`src/rtl/mem_arbiter_rr_if.sv`:
```
`timescale 1ns/1ps
// Bus bundle for mem_arbiter_rr: per-client miss ports plus the shared memory line port.
// master = the arbiter, slave = the clients and memory that surround it.
interface mem_arbiter_rr_if #(
   parameter int NUM_CLIENTS = 2,
   parameter int ADDR_W      = 32,
   parameter int LINE_W      = 256,
   parameter int IDX_W       = $clog2(NUM_CLIENTS)
);
   logic [NUM_CLIENTS-1:0]        req_read;
   logic [NUM_CLIENTS-1:0]        req_write;
   logic [NUM_CLIENTS*ADDR_W-1:0] req_addr;
   logic [NUM_CLIENTS*LINE_W-1:0] req_wdata;
   logic [NUM_CLIENTS-1:0]        req_resp;
   logic [LINE_W-1:0]             req_rdata;
   logic                          mem_read;
   logic                          mem_write;
   logic [ADDR_W-1:0]             mem_addr;
   logic [LINE_W-1:0]             mem_wdata;
   logic [LINE_W-1:0]             mem_rdata;
   logic                          mem_resp;
   logic                          busy;
   logic [IDX_W-1:0]              grant_idx;

   modport master (
      input  req_read, req_write, req_addr, req_wdata, mem_rdata, mem_resp,
      output req_resp, req_rdata, mem_read, mem_write, mem_addr, mem_wdata, busy, grant_idx
   );

   modport slave (
      output req_read, req_write, req_addr, req_wdata, mem_rdata, mem_resp,
      input  req_resp, req_rdata, mem_read, mem_write, mem_addr, mem_wdata, busy, grant_idx
   );
endinterface

```
`src/rtl/mem_arbiter_rr.sv`:
```
`timescale 1ns/1ps
// N-client cache-line arbiter onto one memory line port, round-robin or fixed priority.
// The winner's op/address/data are latched at grant and driven from registers until mem_resp.
module mem_arbiter_rr #(
   parameter int NUM_CLIENTS = 2,
   parameter int ADDR_W      = 32,
   parameter int LINE_W      = 256,
   parameter int PRIO_MODE   = 0,
   parameter int IDX_W       = $clog2(NUM_CLIENTS)
) (
   input  logic             clk,
   input  logic             rst_n,
   mem_arbiter_rr_if.master bus
);

   typedef enum logic [1:0] {S_IDLE, S_BUSY, S_DONE} state_t;

   state_t                 r_state;
   state_t                 w_next_state;
   logic [NUM_CLIENTS-1:0] w_req;
   logic [IDX_W-1:0]       r_rr_ptr;
   logic [IDX_W-1:0]       r_grant_idx;
   logic [IDX_W-1:0]       w_win_idx;
   logic                   w_win_found;
   logic                   r_op_write;
   logic [ADDR_W-1:0]      r_addr;
   logic [ADDR_W-1:0]      w_win_addr;
   logic [LINE_W-1:0]      r_wdata;
   logic [LINE_W-1:0]      w_win_wdata;
   logic [LINE_W-1:0]      r_rdata;

   assign w_req = bus.req_read | bus.req_write;

   // Winner search; later loop iterations are higher priority, so iterate from lowest priority up.
   always_comb begin
      // NOTE: every always_comb output is defaulted first so no path leaves it unassigned (no latch).
      w_win_found = 1'b0;
      w_win_idx   = '0;
      if (PRIO_MODE == 1) begin
         for (int i = NUM_CLIENTS - 1; i >= 0; i--) begin
            if (w_req[i]) begin
               w_win_found = 1'b1;
               w_win_idx   = IDX_W'(i);
            end
         end
      end else begin
         for (int off = NUM_CLIENTS; off >= 1; off--) begin
            if (w_req[(int'(r_rr_ptr) + off) % NUM_CLIENTS]) begin
               w_win_found = 1'b1;
               w_win_idx   = IDX_W'((int'(r_rr_ptr) + off) % NUM_CLIENTS);
            end
         end
      end
   end

   always_comb begin
      w_win_addr  = bus.req_addr[int'(w_win_idx)*ADDR_W +: ADDR_W];
      w_win_wdata = bus.req_wdata[int'(w_win_idx)*LINE_W +: LINE_W];
   end

   always_comb begin
      w_next_state  = r_state;
      bus.req_resp  = '0;
      bus.mem_read  = 1'b0;
      bus.mem_write = 1'b0;
      unique case (r_state)
         S_IDLE: begin
            if (w_win_found) w_next_state = S_BUSY;
         end
         S_BUSY: begin
            bus.mem_read  = ~r_op_write;
            bus.mem_write = r_op_write;
            if (bus.mem_resp) w_next_state = S_DONE;
         end
         S_DONE: begin
            bus.req_resp[r_grant_idx] = 1'b1;
            w_next_state              = S_IDLE;
         end
         default: w_next_state = S_IDLE;
      endcase
   end

   always_ff @(posedge clk or negedge rst_n) begin
      if (!rst_n) begin
         // NOTE: the line-wide data registers are reset as well, so mem_wdata/req_rdata read 0 after reset.
         r_state     <= S_IDLE;
         r_rr_ptr    <= IDX_W'(NUM_CLIENTS - 1);
         r_grant_idx <= '0;
         r_op_write  <= 1'b0;
         r_addr      <= '0;
         r_wdata     <= '0;
         r_rdata     <= '0;
      end else begin
         // NOTE: sequential state uses non-blocking assignments so every register sees pre-edge values.
         r_state <= w_next_state;
         if (r_state == S_IDLE && w_win_found) begin
            r_op_write  <= bus.req_write[w_win_idx];
            r_addr      <= w_win_addr;
            r_wdata     <= w_win_wdata;
            r_grant_idx <= w_win_idx;
            if (PRIO_MODE == 0) r_rr_ptr <= w_win_idx;
         end
         if (r_state == S_BUSY && bus.mem_resp && !r_op_write) r_rdata <= bus.mem_rdata;
      end
   end

   assign bus.busy      = (r_state != S_IDLE);
   assign bus.grant_idx = r_grant_idx;
   assign bus.mem_addr  = r_addr;
   assign bus.mem_wdata = r_wdata;
   assign bus.req_rdata = r_rdata;

endmodule

```
`src/flat_wrapper.sv`:
```
// flat-port wrapper written by rule: the top's interface ports become plain ports
module mem_arbiter_rr_flat 
#(
   parameter int NUM_CLIENTS = 2,
   parameter int ADDR_W      = 32,
   parameter int LINE_W      = 256,
   parameter int PRIO_MODE   = 0,
   parameter int IDX_W       = $clog2(NUM_CLIENTS)
)
  (clk, rst_n, bus_req_read, bus_req_write, bus_req_addr, bus_req_wdata, bus_mem_rdata, bus_mem_resp, bus_req_resp, bus_req_rdata, bus_mem_read, bus_mem_write, bus_mem_addr, bus_mem_wdata, bus_busy, bus_grant_idx);
  mem_arbiter_rr_if #(.NUM_CLIENTS(NUM_CLIENTS), .ADDR_W(ADDR_W), .LINE_W(LINE_W), .IDX_W(IDX_W)) bus_i ();
  input  logic clk;
  input  logic rst_n;
  input wire logic [$bits(bus_i.req_read)-1:0] bus_req_read;
  input wire logic [$bits(bus_i.req_write)-1:0] bus_req_write;
  input wire logic [$bits(bus_i.req_addr)-1:0] bus_req_addr;
  input wire logic [$bits(bus_i.req_wdata)-1:0] bus_req_wdata;
  input wire logic [$bits(bus_i.mem_rdata)-1:0] bus_mem_rdata;
  input wire logic [$bits(bus_i.mem_resp)-1:0] bus_mem_resp;
  output wire logic [$bits(bus_i.req_resp)-1:0] bus_req_resp;
  output wire logic [$bits(bus_i.req_rdata)-1:0] bus_req_rdata;
  output wire logic [$bits(bus_i.mem_read)-1:0] bus_mem_read;
  output wire logic [$bits(bus_i.mem_write)-1:0] bus_mem_write;
  output wire logic [$bits(bus_i.mem_addr)-1:0] bus_mem_addr;
  output wire logic [$bits(bus_i.mem_wdata)-1:0] bus_mem_wdata;
  output wire logic [$bits(bus_i.busy)-1:0] bus_busy;
  output wire logic [$bits(bus_i.grant_idx)-1:0] bus_grant_idx;
  assign bus_i.req_read = bus_req_read;
  assign bus_i.req_write = bus_req_write;
  assign bus_i.req_addr = bus_req_addr;
  assign bus_i.req_wdata = bus_req_wdata;
  assign bus_i.mem_rdata = bus_mem_rdata;
  assign bus_i.mem_resp = bus_mem_resp;
  assign bus_req_resp = bus_i.req_resp;
  assign bus_req_rdata = bus_i.req_rdata;
  assign bus_mem_read = bus_i.mem_read;
  assign bus_mem_write = bus_i.mem_write;
  assign bus_mem_addr = bus_i.mem_addr;
  assign bus_mem_wdata = bus_i.mem_wdata;
  assign bus_busy = bus_i.busy;
  assign bus_grant_idx = bus_i.grant_idx;
  mem_arbiter_rr #(.NUM_CLIENTS(NUM_CLIENTS), .ADDR_W(ADDR_W), .LINE_W(LINE_W), .PRIO_MODE(PRIO_MODE), .IDX_W(IDX_W)) u_core (.clk(clk), .rst_n(rst_n), .bus(bus_i));
endmodule
```
`config.mk`:
```
export PLATFORM = sky130hd
export DESIGN_NAME = mem_arbiter_rr_flat
export DESIGN_NICKNAME = d
export VERILOG_FILES = /design/src/rtl/mem_arbiter_rr_if.sv /design/src/rtl/mem_arbiter_rr.sv /design/src/flat_wrapper.sv
export SDC_FILE = /design/constraint.sdc
export NUM_CORES = 1
export LEC_CHECK = 0
export CAP_MARGIN = 20
export CORE_AREA = 2 2 537 539
export CTS_BUF_LIST = sky130_fd_sc_hd__clkbuf_8
export CTS_CLUSTER_SIZE = 14
export DETAILED_ROUTE_END_ITERATION = 7
export DIE_AREA = 0 0 539 541
export MAX_ROUTING_LAYER = met4
export PLACE_DENSITY = 0.3
export SLEW_MARGIN = 10
export SYNTH_ARGS = -nofsm -noshare
export SYNTH_HDL_FRONTEND = slang
export SYNTH_SLANG_ARGS = --single-unit
```
`constraint.sdc`:
```
create_clock -name clk -period 5.3 [get_ports clk]
set_clock_uncertainty 0.15 [all_clocks]
set_input_delay 1.06 -clock clk [delete_from_list [all_inputs] [get_ports clk]]
set_output_delay 1.06 -clock clk [all_outputs]
set_load 0.02 [all_outputs]
```
==> impl_metrics.ini <==
[status]
run_status = finished clean

[clock_network]
insertion_delay_ns = 0.88
cts.sinks = 549
cts_resized = 0
clk_pin_slew_ns = 0.06
cts_tree = built
cts_buffer_depth = 4
numCtsBuffers = 125
root_buffer = clkbuf_8
htree_num_levels = 3

[timing]
period_share = 0.799
period_needed_ns = 4.23
slew_viol_final = 0
max_freq_mhz = 236
hold_viol = 0
fin_setup_tns_ns = 0
worst_pin_slew_ns = 1.40
setup_viol = 0
grt_setup_unrepaired = no
slew-limit-headroom = 0.0648
setup_slack_ns = 1.07

[global_routing]
grt_pass1_wl_mm = 268
overflow = 0
grt_pass1_vias = 26500
antenna_found_initial = 165
grt_usage = 0.139
grt_max_degree = 141

[die]
fp.dieW_um = 539
die_h_um = 541
rows = 197
dieArea_sq_mm = 0.292
core_sq_mm = 0.286
ios = 1389
start_util = 0.0855

[final_layout]
syn2layout_area_growth_pct = 86.7
layout.nets = 4411
layout-drive-gt1-share = 0.149

[detailed_routing]
ant_nets = 0
route.vias.total = 25600
drc = 0
routed_wl_mm = 206
vias_per_cell = 3.38
dr.pass1.iters = 5
first_iter_violations = 1559
wl_per_cell_um = 27.2

[power_and_ir_drop]
powerDensity_mw_per_mm2 = 615
power_frac_seq = 0.278
comb_power_share = 0.533
clkPwrFrac = 0.189
p_switching_mw = 12.4
swShare = 0.441
ir_drop_mv = 0.350
leakage_nw = 16.5
internal_power_mw = 15.7

[synth]
synth_nets = 3074
syn_area_per_cell_sq_um = 11.0
ys_types = 28
syn-cell-area_sq_mm = 0.0245
synth_cells = 2235
synth-seq-area-share = 0.561
ys_ff_latch = 549
synth_warnings = 0

[placed_design]
dp.final_hpwl_mm = 164
gp_congestion = 0.849
io_buffers = 1388
place_ws_ns = 1.42

[worst_setup_path]
crit_chain = nor2_4 -> inv_1 -> clkdlybuf4s50_1
worstPathArrival_ns = 3.02
critPathSlowestCell = nor2_4
critPathMaxFanout = 26
critical_path.top_delay_family = buffers and inverters
cp.required_ns = 4.09
cp-end-kind = primary output
start_kind = register
crit_type = register to primary output
critPathMaxStageDelay_ns = 0.68
path_buf_inv = 2

[job]
drv_cap = 0

[hold_path]
hold_class = register to register
[cell families (layout without fill, tap and decap cells)]
kind of cell           Yosys count  in the layout  synth area share
DFF                            549            549             0.561
and+or+nand+nor                305            305            0.0629
other                            0            118                 0
buffers and inverters          253           1688            0.0535
muxes                          258            258             0.119
AOI/OAI and AO/OA              870            870             0.204
[worst register-to-register path: stages (launching register included)]
cell	delay [ns]
dfrtp_1	0.49
nor2_4	0.68
buf_12	0.46
buf_4	1.02
a21oi_1	0.22
a31oi_1	0.18
[layout by cell type, fill, tap and decap left out, types with 2 or more instances in the layout]
cell type / Yosys / final
a21oi_1: 219 / 219
a21oi_2: 70 / 70
a31oi_1: 288 / 288
and3b_1: 2 / 2
buf_12: 0 / 30
buf_4: 12 / 42
bufinv_16: 0 / 5
clkbuf_8: 0 / 160
clkdlybuf4s50_1: 0 / 1387
clkinv_2: 0 / 9
dfrtp_1: 548 / 548
diode_2: 0 / 118
inv_1: 2 / 49
inv_8: 0 / 3
mux2_1: 41 / 41
mux2_2: 217 / 217
nand2_1: 2 / 2
nand3_1: 288 / 288
nor2_1: 5 / 3
nor2_4: 0 / 3
nor3b_1: 2 / 2
o21ai_0: 290 / 289
[flip-flops by register name (all words and copies together), names as in the netlist]
name                  count
u_core.bus.mem_wdata    256
u_core.bus.grant_idx      1
u_core.r_op_write         1
u_core.r_rr_ptr           1
u_core.r_state            2
u_core.bus.req_rdata    256
u_core.bus.mem_addr      32
[routing by layer]
layer	vias up	global-route usage	part of all wire	wire length, um
li1	11200	-	-	-
met1	12800	0.161	0.42	85600
met2	1352	0.211	0.44	91300
met3	222	0.0749	0.12	24200
met4	0	0.0314	0.022	4550
met5	-	-	0	0
[per-stage QoR]
stage	instance area, sq um	total power [mW]	std cells	util	hold WS, ns
2_1_floorplan	24500	14.5	2235	-	0.352
3_3_place_gp	42800	23.2	7225	0.149	0.318
3_5_place_dp	42800	23.2	7225	0.149	0.325
4_1_cts	45400	28.8	7451	0.159	0.339
5_1_grt	45700	29.7	7565	0.160	0.352
6_report	45700	28.1	7569	0.160	0.337
[layout make-up]
type | instances | area [sq um]
clock inverters | 65 | 422
fillers | 32000 | 241000
inverters | 2 | 7.51
flip-flops and latches | 549 | 13700
well taps | 3781 | 4730
multi-input cells | 1433 | 9470
repair buffers | 1461 | 14800
clock buffers | 160 | 2200
diodes | 118 | 295
[power groups by stage]
| stage | registers, mW | logic [mW] | clock network [mW] |
|---|---|---|---|
| final | 7.80 | 15.0 | 5.30 |
| after global routing | 8.08 | 15.8 | 5.74 |
| after CTS | 7.83 | 15.3 | 5.60 |
| after detailed placement | 7.85 | 15.3 | 0 |
| after global placement | 7.84 | 15.3 | 0 |
| after floorplan | 10.2 | 4.31 | 0 |
[cell usage after synthesis]
| library cell | count | share of area |
|---|---|---|
| mux2_1 | 41 | 0.019 |
| a21oi_2 | 70 | 0.025 |
| or4_1 | 1 | 0.00031 |
| nor3b_1 | 2 | 0.00061 |
| buf_2 | 23 | 0.0047 |
| nand3_1 | 288 | 0.059 |
| clkbuf_1 | 169 | 0.026 |
| dfrtp_1 | 548 | 0.56 |
| buf_4 | 12 | 0.0037 |
| a21oi_1 | 219 | 0.045 |
| mux2_2 | 217 | 0.10 |
| a31oi_1 | 288 | 0.074 |
| and2_1 | 1 | 0.00026 |
| inv_1 | 2 | 0.00031 |
| o21a_1 | 1 | 0.00031 |
| o31ai_1 | 1 | 0.00031 |
| o21ai_0 | 290 | 0.059 |
| or2_2 | 1 | 0.00026 |
| dfstp_2 | 1 | 0.0011 |
| buf_6 | 38 | 0.017 |
| nor2_2 | 1 | 0.00026 |
| and3b_1 | 2 | 0.00072 |
| nand2b_1 | 1 | 0.00026 |
| o21ai_2 | 1 | 0.00036 |
| buf_1 | 9 | 0.0014 |
| nand2_1 | 2 | 0.00031 |
| nor4_1 | 1 | 0.00026 |
| nor2_1 | 5 | 0.00077 |
[what timing repair did]
action | in CTS | in global routing
hold endpoints to repair | 21 | 0
hold buffers | 1 | 0
buffers inserted | 0 | 0
endpoints found under the setup margin | 0 | 0
[worst paths after layout]
path	from	end	slack (ns)	depth (start not counted)
worst min register to register	u_core.bus.req_rdata[251]	u_core.bus.req_rdata[251]	0.34	1
worst max-delay path	u_core.r_state[1]	bus_busy	1.07	3
min in group asynchronous	rst_n	u_core.bus.mem_wdata[96]	0.58	2
worst max register to register	u_core.r_state[1]	u_core.bus.mem_wdata[62]	2.06	5
max in group asynchronous	rst_n	u_core.bus.req_rdata[170]	3.08	3
worst min-delay path	u_core.bus.req_rdata[251]	u_core.bus.req_rdata[251]	0.34	1
Power figures use the tool's default switching activity.
